===== src/rtl/control_unit_irq.sv =====
// Hardwired control unit for the accumulator CPU: fetch/indirect/execute sequencing, I/O, HLT and
// memory wait states. Define CU_IRQ_EN to build in the interrupt request logic, R cycle and ION/IOF.
module control_unit_irq #(
    parameter int DATA_W = 16,
    parameter int SC_W   = 4
) (
    input  logic              clk,
    input  logic              reset,
    input  logic [DATA_W-1:0] ir,
    input  logic [DATA_W-1:0] ac,
    input  logic              e,
    input  logic [DATA_W-1:0] dr,
    input  logic              fgi,
    input  logic              fgo,
    input  logic              mem_ready,
    output logic [5:0]        ld,
    output logic [3:0]        inr,
    output logic [3:0]        clr,
    output logic [1:0]        e_ctl,
    output logic [2:0]        alu_op,
    output logic [2:0]        bus_sel,
    output logic              mem_rd,
    output logic              mem_wr,
    output logic              fgi_clr,
    output logic              fgo_clr,
    output logic              outr_ld,
    output logic              ien,
    output logic              halted,
    output logic [SC_W-1:0]   sc
);
    localparam logic [2:0] BUS_NONE = 3'd0, BUS_AR = 3'd1, BUS_PC = 3'd2, BUS_DR = 3'd3;
    localparam logic [2:0] BUS_AC = 3'd4, BUS_IR = 3'd5, BUS_TR = 3'd6, BUS_MEM = 3'd7;
    localparam logic [2:0] ALU_NONE = 3'd0, ALU_AND = 3'd1, ALU_ADD = 3'd2, ALU_DR = 3'd3;
    localparam logic [2:0] ALU_INPR = 3'd4, ALU_COM = 3'd5, ALU_SHR = 3'd6, ALU_SHL = 3'd7;
    localparam int LD_AR = 5, LD_PC = 4, LD_DR = 3, LD_AC = 2, LD_IR = 1, LD_TR = 0;
    localparam int RG_AR = 3, RG_PC = 2, RG_DR = 1, RG_AC = 0;

    logic [SC_W-1:0] sc_r;
    logic            halt_r, ind_r, r_s, ien_s, stall_s;
    logic [2:0]      opcode_s;
    logic [7:0]      d_s, t_s;
    logic [5:0]      ld_s;
    logic [3:0]      inr_s, clr_s;
    logic [1:0]      e_ctl_s;
    logic [2:0]      alu_op_s, bus_sel_s;
    logic            mem_rd_s, mem_wr_s, fgi_clr_s, fgo_clr_s, outr_ld_s;
    logic            sc_clr_s, halt_set_s, ind_ld_s, skip_s;

    assign opcode_s = ir[DATA_W-2:DATA_W-4];
    assign d_s      = 8'd1 << opcode_s;
    // Only T0..T6 are reachable; higher counter values decode to no active step.
    assign t_s      = 8'd1 << sc_r;
    assign skip_s   = (ir[4] & ~ac[DATA_W-1]) | (ir[3] & ac[DATA_W-1]) |
                      (ir[2] & (ac == '0)) | (ir[1] & ~e);
    assign stall_s  = (mem_rd_s | mem_wr_s) & ~mem_ready;

`ifdef CU_IRQ_EN
    logic r_r, ien_r, ien_set_s, ien_clr_s, r_clr_s, irq_req_s;
    assign r_s       = r_r;
    assign ien_s     = ien_r;
    assign irq_req_s = ~r_r & (sc_r > SC_W'(2)) & ien_r & (fgi | fgo);

    // Interrupt-cycle flag and interrupt enable; frozen while halted or stalled on memory.
    always_ff @(posedge clk) begin
        if (!reset) begin
            r_r   <= 1'b0;
            ien_r <= 1'b0;
        end else if (halt_r || stall_s) begin
            r_r   <= r_r;
            ien_r <= ien_r;
        end else begin
            if (r_clr_s) r_r <= 1'b0;
            else if (irq_req_s) r_r <= 1'b1;
            else r_r <= r_r;
            if (ien_clr_s) ien_r <= 1'b0;
            else if (ien_set_s) ien_r <= 1'b1;
            else ien_r <= ien_r;
        end
    end
`else
    assign r_s   = 1'b0;
    assign ien_s = 1'b0;
`endif

    // Sequence counter, HALT and latched indirect bit.
    always_ff @(posedge clk) begin
        if (!reset) begin
            sc_r   <= '0;
            halt_r <= 1'b0;
            ind_r  <= 1'b0;
        end else if (halt_r || stall_s) begin
            sc_r   <= sc_r;
            halt_r <= halt_r;
            ind_r  <= ind_r;
        end else begin
            sc_r   <= sc_clr_s ? '0 : sc_r + SC_W'(1);
            halt_r <= halt_set_s;
            ind_r  <= ind_ld_s ? ir[DATA_W-1] : ind_r;
        end
    end

    // Raw step decode from T, D, IND and R before reset/halt/wait gating.
    always_comb begin
        ld_s = 6'd0;  inr_s = 4'd0;  clr_s = 4'd0;  e_ctl_s = 2'd0;
        alu_op_s = ALU_NONE;  bus_sel_s = BUS_NONE;
        mem_rd_s = 1'b0;  mem_wr_s = 1'b0;  fgi_clr_s = 1'b0;  fgo_clr_s = 1'b0;
        outr_ld_s = 1'b0;  sc_clr_s = 1'b0;  halt_set_s = 1'b0;  ind_ld_s = 1'b0;
`ifdef CU_IRQ_EN
        ien_set_s = 1'b0;  ien_clr_s = 1'b0;  r_clr_s = 1'b0;
`endif
        if (r_s) begin
            if (t_s[0]) begin
                clr_s[RG_AR] = 1'b1;  bus_sel_s = BUS_PC;  ld_s[LD_TR] = 1'b1;
            end else if (t_s[1]) begin
                bus_sel_s = BUS_TR;  mem_wr_s = 1'b1;  clr_s[RG_PC] = 1'b1;
            end else if (t_s[2]) begin
                inr_s[RG_PC] = 1'b1;  sc_clr_s = 1'b1;
`ifdef CU_IRQ_EN
                ien_clr_s = 1'b1;  r_clr_s = 1'b1;
`endif
            end else begin
                sc_clr_s = 1'b0;
            end
        end else if (t_s[0]) begin
            bus_sel_s = BUS_PC;  ld_s[LD_AR] = 1'b1;
        end else if (t_s[1]) begin
            bus_sel_s = BUS_MEM;  mem_rd_s = 1'b1;  ld_s[LD_IR] = 1'b1;  inr_s[RG_PC] = 1'b1;
        end else if (t_s[2]) begin
            bus_sel_s = BUS_IR;  ld_s[LD_AR] = 1'b1;  ind_ld_s = 1'b1;
        end else if (t_s[3]) begin
            if (d_s[7] && !ind_r) begin
                clr_s[RG_AC] = ir[11];
                e_ctl_s      = {ir[10], ir[8]};
                if (ir[9]) alu_op_s = ALU_COM;
                else if (ir[7]) alu_op_s = ALU_SHR;
                else if (ir[6]) alu_op_s = ALU_SHL;
                else alu_op_s = ALU_NONE;
                ld_s[LD_AC]  = ir[9] | ir[7] | ir[6];
                inr_s[RG_AC] = ir[5];
                inr_s[RG_PC] = skip_s;
                halt_set_s   = ir[0];
                sc_clr_s     = 1'b1;
            end else if (d_s[7]) begin
                alu_op_s     = ir[11] ? ALU_INPR : ALU_NONE;
                ld_s[LD_AC]  = ir[11];
                fgi_clr_s    = ir[11];
                bus_sel_s    = ir[10] ? BUS_AC : BUS_NONE;
                outr_ld_s    = ir[10];
                fgo_clr_s    = ir[10];
                inr_s[RG_PC] = (ir[9] & fgi) | (ir[8] & fgo);
`ifdef CU_IRQ_EN
                ien_clr_s    = ir[6];
                ien_set_s    = ir[7] & ~ir[6];
`endif
                sc_clr_s     = 1'b1;
            end else if (ind_r) begin
                bus_sel_s = BUS_MEM;  mem_rd_s = 1'b1;  ld_s[LD_AR] = 1'b1;
            end else begin
                sc_clr_s = 1'b0;
            end
        end else if (d_s[0] || d_s[1] || d_s[2]) begin
            if (t_s[4]) begin
                bus_sel_s = BUS_MEM;  mem_rd_s = 1'b1;  ld_s[LD_DR] = 1'b1;
            end else if (t_s[5]) begin
                alu_op_s = d_s[0] ? ALU_AND : (d_s[1] ? ALU_ADD : ALU_DR);
                ld_s[LD_AC] = 1'b1;  sc_clr_s = 1'b1;
            end else begin
                sc_clr_s = 1'b0;
            end
        end else if (d_s[3]) begin
            if (t_s[4]) begin
                bus_sel_s = BUS_AC;  mem_wr_s = 1'b1;  sc_clr_s = 1'b1;
            end else begin
                sc_clr_s = 1'b0;
            end
        end else if (d_s[4]) begin
            if (t_s[4]) begin
                bus_sel_s = BUS_AR;  ld_s[LD_PC] = 1'b1;  sc_clr_s = 1'b1;
            end else begin
                sc_clr_s = 1'b0;
            end
        end else if (d_s[5]) begin
            if (t_s[4]) begin
                bus_sel_s = BUS_PC;  mem_wr_s = 1'b1;  inr_s[RG_AR] = 1'b1;
            end else if (t_s[5]) begin
                bus_sel_s = BUS_AR;  ld_s[LD_PC] = 1'b1;  sc_clr_s = 1'b1;
            end else begin
                sc_clr_s = 1'b0;
            end
        end else if (d_s[6]) begin
            if (t_s[4]) begin
                bus_sel_s = BUS_MEM;  mem_rd_s = 1'b1;  ld_s[LD_DR] = 1'b1;
            end else if (t_s[5]) begin
                inr_s[RG_DR] = 1'b1;
            end else if (t_s[6]) begin
                bus_sel_s = BUS_DR;  mem_wr_s = 1'b1;
                inr_s[RG_PC] = (dr == '0);  sc_clr_s = 1'b1;
            end else begin
                sc_clr_s = 1'b0;
            end
        end else begin
            sc_clr_s = 1'b0;
        end
    end

    // Output gating: reset forces PC clear, HALT silences everything, a wait state keeps only
    // the memory strobe and bus select alive.
    always_comb begin
        ld = 6'd0;  inr = 4'd0;  clr = 4'd0;  e_ctl = 2'd0;  alu_op = ALU_NONE;
        bus_sel = BUS_NONE;  mem_rd = 1'b0;  mem_wr = 1'b0;
        fgi_clr = 1'b0;  fgo_clr = 1'b0;  outr_ld = 1'b0;
        if (!reset) begin
            clr[RG_PC] = 1'b1;
        end else if (halt_r) begin
            clr = 4'd0;
        end else if (stall_s) begin
            bus_sel = bus_sel_s;  mem_rd = mem_rd_s;  mem_wr = mem_wr_s;
        end else begin
            ld = ld_s;  inr = inr_s;  clr = clr_s;  e_ctl = e_ctl_s;  alu_op = alu_op_s;
            bus_sel = bus_sel_s;  mem_rd = mem_rd_s;  mem_wr = mem_wr_s;
            fgi_clr = fgi_clr_s;  fgo_clr = fgo_clr_s;  outr_ld = outr_ld_s;
        end
    end

    assign ien    = ien_s;
    assign halted = halt_r;
    assign sc     = sc_r;
endmodule


===== config.mk =====
export PLATFORM = sky130hd
export DESIGN_NAME = control_unit_irq
export DESIGN_NICKNAME = d
export VERILOG_FILES = /design/src/rtl/control_unit_irq.sv
export SDC_FILE = /design/constraint.sdc
export NUM_CORES = 1
export LEC_CHECK = 0
export ABC_AREA = 1
export BUFFER_PORTS_ARGS = -buffer_cell sky130_fd_sc_hd__buf_4
export CAP_MARGIN = 20
export CORE_UTILIZATION = 40
export DETAILED_ROUTE_END_ITERATION = 10
export GPL_ROUTABILITY_DRIVEN = 0
export PLACE_DENSITY = 0.9
export SLEW_MARGIN = 10
export SYNTH_ARGS = -nofsm -noshare
export SYNTH_HDL_FRONTEND = slang
export SYNTH_SLANG_ARGS = --single-unit

===== constraint.sdc =====
create_clock -name clk -period 2.3 [get_ports clk]
set_input_delay 0.115 -clock clk [delete_from_list [all_inputs] [get_ports clk]]
set_output_delay 0.115 -clock clk [all_outputs]
set_load 0.01 [all_outputs]

### Word level (Yosys, flattened, before mapping)

Cells that the tools add are included.

| word-level totals | value |
|---|---|
| bits in registers | 6 |
| input port bits | 54 |
| output and inout port bits | 33 |
| word-level logic and storage cells | 202 |

| cells by class | value |
|---|---|
| $add $sub $neg | 1 |
| shift operators | 2 |
| multiplexer cells | 170 |
| bitwise logic cells | 18 |
| reduce and logical (&&, ||, !) cells | 8 |

Operators by type and width:

| kind | number |
|---|---|
| $mux 3 | 35 |
| $mux 1 | 102 |
| $mux 2 | 22 |
| $logic_not 16->1 | 2 |
| $mux 4 | 8 |
| $mux 6 | 3 |
| $shl 1x3->8 const A | 1 |
| $and 1x1->1 | 7 |
| $or 1x1->1 | 7 |
| $shl 1x4->7 const A | 1 |
| $add 4x1->4 const B | 1 |
| $not 1->1 | 4 |
| $logic_or 1x1->1 | 3 |
| $reduce_and 2->1 | 1 |
| $logic_and 1x1->1 | 1 |
| $logic_not 1->1 | 1 |

### Longest topological paths before layout

| depth | value |
|---|---|
| depth after elaboration | 18 |
| gate-level depth with buffers | 16 |
| mapped depth without buffers | 16 |

### Worst setup path before layout

Ideal clock, no wire load.

| timing | value |
|---|---|
| path type | reg2out |
| from | register sc_r[0], in the netlist sc[0] |
| to | output port outr_ld |
| arrival time | 2.032 ns |
| slack | 0.153 ns |
| stages on the path, launching flop included | 17 |
| path buffers | 1 |
| cell sequence | dfxtp_1 -> inv_1 -> ha_1 -> nand2_2 -> nor3_1 -> nand2_1 -> nand2_1 -> nand2_1 -> nand2_1 -> nand2_1 -> nand2_2 -> nand2_4 -> nand2_8 -> inv_2 -> nand3_1 -> nor2_1 -> buf_4 |

| on the way | value |
|---|---|
| word-level cells in the longest chain between the ends | 18 |
| elaborated cells between the ends (all ways) | 32 |
| those cells by class | 1 x shift; 29 x mux; 2 x bitwise |

Ends and longest elaborated chain:

| element | line | source |
|---|---|---|
| start, declared | 38 | `logic [SC_W-1:0] sc_r;` |
| start signal, assigned | 92 | `sc_r <= sc_r;` |
| start signal, assigned | 96 | `sc_r <= sc_clr_s ? '0 : sc_r + SC_W'(1);` |
| $shl 1x4->7 (*) | 52 | `assign t_s = 8'd1 << sc_r;` |
| $mux 1 | 195 | `end else if (t_s[6]) begin` |
| $mux 1 | 193 | `end else if (t_s[5]) begin` |
| $mux 1 | 191 | `if (t_s[4]) begin` |
| $mux 1 | 190 | `end else if (d_s[6]) begin` |
| $mux 1 | 182 | `end else if (d_s[5]) begin` |
| $mux 1 | 176 | `end else if (d_s[4]) begin` |
| $mux 1 | 170 | `end else if (d_s[3]) begin` |
| $mux 1 | 161 | `end else if (d_s[0] \|\| d_s[1] \|\| d_s[2]) begin` |
| $mux 1 | 130 | `end else if (t_s[3]) begin` |
| $mux 1 | 128 | `end else if (t_s[2]) begin` |
| $mux 1 | 126 | `end else if (t_s[1]) begin` |
| $mux 1 | 124 | `end else if (t_s[0]) begin` |
| $or 1x1->1 | 55 | `assign stall_s = (mem_rd_s \| mem_wr_s) & ~mem_ready;` |
| $and 1x1->1 | 55 |  |
| $mux 1 (*) (3 in a row) | -- |  |
| end, declared | 26 | `output logic outr_ld,` |

Every way passes the cells marked *; elsewhere a longest branch is shown, timed or not.

### Worst setup path after layout

| timing | value |
|---|---|
| from | register sc_r[0], in the netlist sc[0] |
| to | output port inr[2] |

| on the way | value |
|---|---|
| word-level cells in the longest chain between the ends | 18 |
| elaborated cells between the ends (all ways) | 40 |
| those cells by class | 1 x shift; 37 x mux; 2 x bitwise |

Ends and longest elaborated chain:

| element | line | source |
|---|---|---|
| $shl 1x4->7 (*) | 52 |  |
| $mux 1 | 195 |  |
| $mux 1 | 193 |  |
| $mux 1 | 191 |  |
| $mux 1 | 190 |  |
| $mux 1 | 182 |  |
| $mux 1 | 176 |  |
| $mux 1 | 170 |  |
| [2 not listed] | -- |  |
| $mux 1 | 128 |  |
| $mux 1 | 126 |  |
| $mux 1 | 124 |  |
| $or 1x1->1 | 55 |  |
| $and 1x1->1 | 55 |  |
| $mux 4 (*) | 216 | `end else if (stall_s) begin` |
| $mux 4 (*) | 214 | `end else if (halt_r) begin` |
| $mux 4 (*) | 212 | `if (!reset) begin` |
| end, declared | 17 | `output logic [3:0] inr,` |

Marks and branches as above.

==> reports/results.txt <==
initial antenna violation count: 0
Die H: 58.7 um
Die Wd: 58.7 um
Core Region: 3050 sq um
Max Freq: 442 MHz
FP Rows: 20
post-layout util: 72.0%
register bit total from synthesis: 6
Max Root-Sink Buffers: 2
RSZ-0062 raised after global routing: true
Worst R2R Path Depth: 14
final worst-path cycle share: 98.3%
worst reg2reg endpoint: sc[1]
crit start category: register
Routed WL per cell: 14.0 um
setup violators final: 0
Worst Path Max Fanout: 6
maxcap violations: 0
Leakage: 1.16 nW
synth warn: 0
vias in the first global route: 1,659
synth unique cells: 35
status: finished clean
Clk Latency, worst-skew pair: 0.26 ns
CTS Root Cell: clkbuf_4
finished layout cell area: 2200 sq um
final net count: 389
Worst Setup SP: sc[0]
setup_tns: 0 ns
HP Class: input pin to register
I/O pins: 87
final max-slew violation count: 0
Detail Route Antenna Nets: 0
full die area: 3440 sq um
Clock Skew: 0.0120 ns
pwr dens: 702 nW/um^2
Detailed Place HPWL: 3710 um
# DRC: 0
Crit Path Class: register to output port
CTS sink count: 6
Initial Utilization: 42.0%
CTS clk-pin slew, worst paths: 0.06 ns
crit path to: inr[2]
dpl cell area: 1950 sq um
Crit. End Element: output port
flop2flop setup slack: 0.34 ns
largest net degree at the start of global routing: 11
number of vias per cell: 5.28
Peak VDD IR: 673 uV
Required @ worst endpoint: 2.18 ns
Final Hold Viols: 0
DRT iter0 DRCs: 111
Crit path arrival time: 2.15 ns
DR pass1 iterations: 5
Fillers: 251
post-synthesis cell count: 229
mapped cell area: 1280 sq um
Port Buffers: 82
first-pass GRT wire length: 7000 um
post-route minimum period: 2.26 ns
Inst Count DP: 356
routed via count: 1,964
CTS H-tree lvls: 1
cts bufs inserted: 3
GRT overflow: 0
# diodes: 0
Avg Cell Area, Syn: 5.61 sq um
Tot GR Track Use: 26.1%
area delta synth->final: 71.2%
reg2reg start: sc[1]
sequential area share after synthesis: 9.36%
fin cells: 372
CTS tree: done
DRT Wirelength: 5210 um
share of layout cells above drive strength 1: 48.5%
==> stage by stage <==
stage	setup WS [ns]	power (mW)	hold slack, ns
2_1_floorplan	0.153	0.822	0.235
3_3_place_gp	0.213	1.15	0.338
3_5_place_dp	0.0919	1.17	0.347
4_1_cts	0.00369	1.34	0.0858
5_1_grt	-0.0631	1.63	0.0994
6_report	0.0393	1.54	0.0789
==> cells by family (layout without fill, tap and decap cells) <==
kind of cell / count (synthesis) / in the layout / share of synthesized area, %
and+or+nand+nor: 145 / 146 / 56.0
buffers and inverters: 48 / 143 / 16.7
AOI/OAI and AO/OA: 24 / 24 / 12.8
DFF: 6 / 6 / 9.36
adders and majority gates: 5 / 5 / 4.87
other: 1 / 4 / 0.292
==> worst max-delay path: stages, from the launching register on <==
cell,delay (ns)
dfxtp_2,0.33
ha_2,0.19
ha_4,0.17
inv_2,0.06
nor2_4,0.05
buf_6,0.14
buf_4,0.14
nor4_2,0.24
nand3_1,0.16
nand2_1,0.10
nand2_1,0.05
a21oi_1,0.12
buf_4,0.15
==> power by group <==
part | leakage [nW] | switching [mW] | internal (mW) | total (mW)
Sequential | 0.0501 | 0.0273 | 0.135 | 0.162
Clock | 0.0138 | 0.0461 | 0.0596 | 0.106
Combinational | 1.10 | 0.753 | 0.521 | 1.27
==> cell type report <==
| cell class | count | area, sq um | share of cell area, % |
|---|---|---|---|
| Sequential cell | 6 | 124 | 5.64 |
| Clock buffer | 3 | 22.5 | 1.03 |
| Tap cell | 44 | 55.1 | 2.51 |
| Timing Repair Buffer | 100 | 766 | 34.9 |
| Multi-Input combinational cell | 179 | 1080 | 49.0 |
| Inverter | 40 | 154 | 7.00 |
==> registers in the layout, summed over array words and instances (netlist names) <==
name    flops
sc          4
halted      1
ind_r       1
==> per-layer routing <==
layer	GRT usage (%)	part of all wire (%)	vias up
li1	-	-	929
met1	28.0	36	858
met2	49.1	49	144
met3	5.93	10	33
met4	10.5	5.3	0
met5	0	0	-
==> layout by cell type, fill, tap and decap left out, types with 6 or more instances in the layout <==
| cell type | n |
|---|---|
| buf_4 | 96 |
| nand2_1 | 43 |
| nor2_1 | 39 |
| inv_1 | 27 |
| nand3_1 | 15 |
| inv_2 | 10 |
| nor3_1 | 8 |
| nor2_4 | 6 |
| nor3_2 | 6 |
| o21ai_0 | 6 |
| a21oi_1 | 6 |
==> synthesized netlist by cell type, drive strengths merged <==
cell,n,area share [%]
or2,1,0.49
buf,8,4.9
nand4,3,1.5
nor3,14,6.6
nor4,5,2.4
o211ai,1,0.59
nand3b,1,0.59
o21ai,8,4.0
nor2,48,17
a21oi,10,5.1
nand3,20,8.6
clkinv,2,0.68
a211oi,1,0.59
a221oi,2,1.4
dfxtp,6,9.4
and3,1,0.49
nand2,52,19
conb,1,0.29
a31oi,1,0.49
inv,38,11
o2111ai,1,0.68
ha,5,4.9
==> worst min path at each step <==
stage                     depth (start not counted)  startpoint     to  slack [ns]
final                                             3      ir[15]  ind_r        0.08
after global routing                              3      ir[15]  ind_r         0.1
after CTS                                         3      ir[15]  ind_r        0.09
after detailed placement                          3      ir[15]  ind_r        0.35
after global placement                            3      ir[15]  ind_r        0.34
after floorplan                                   2       reset  ind_r        0.24
==> repair_timing <==
| action | in CTS | in global routing |
|---|---|---|
| cloned | 0 | 1 |
| resized for setup | 12 | 25 |
| hold buffers | 0 | 0 |
| pin swaps | 2 | 12 |
| setup endpoints to repair | 16 | 17 |
| buffers inserted | 4 | 8 |
No activity file was read; power rests on OpenSTA's default activity.
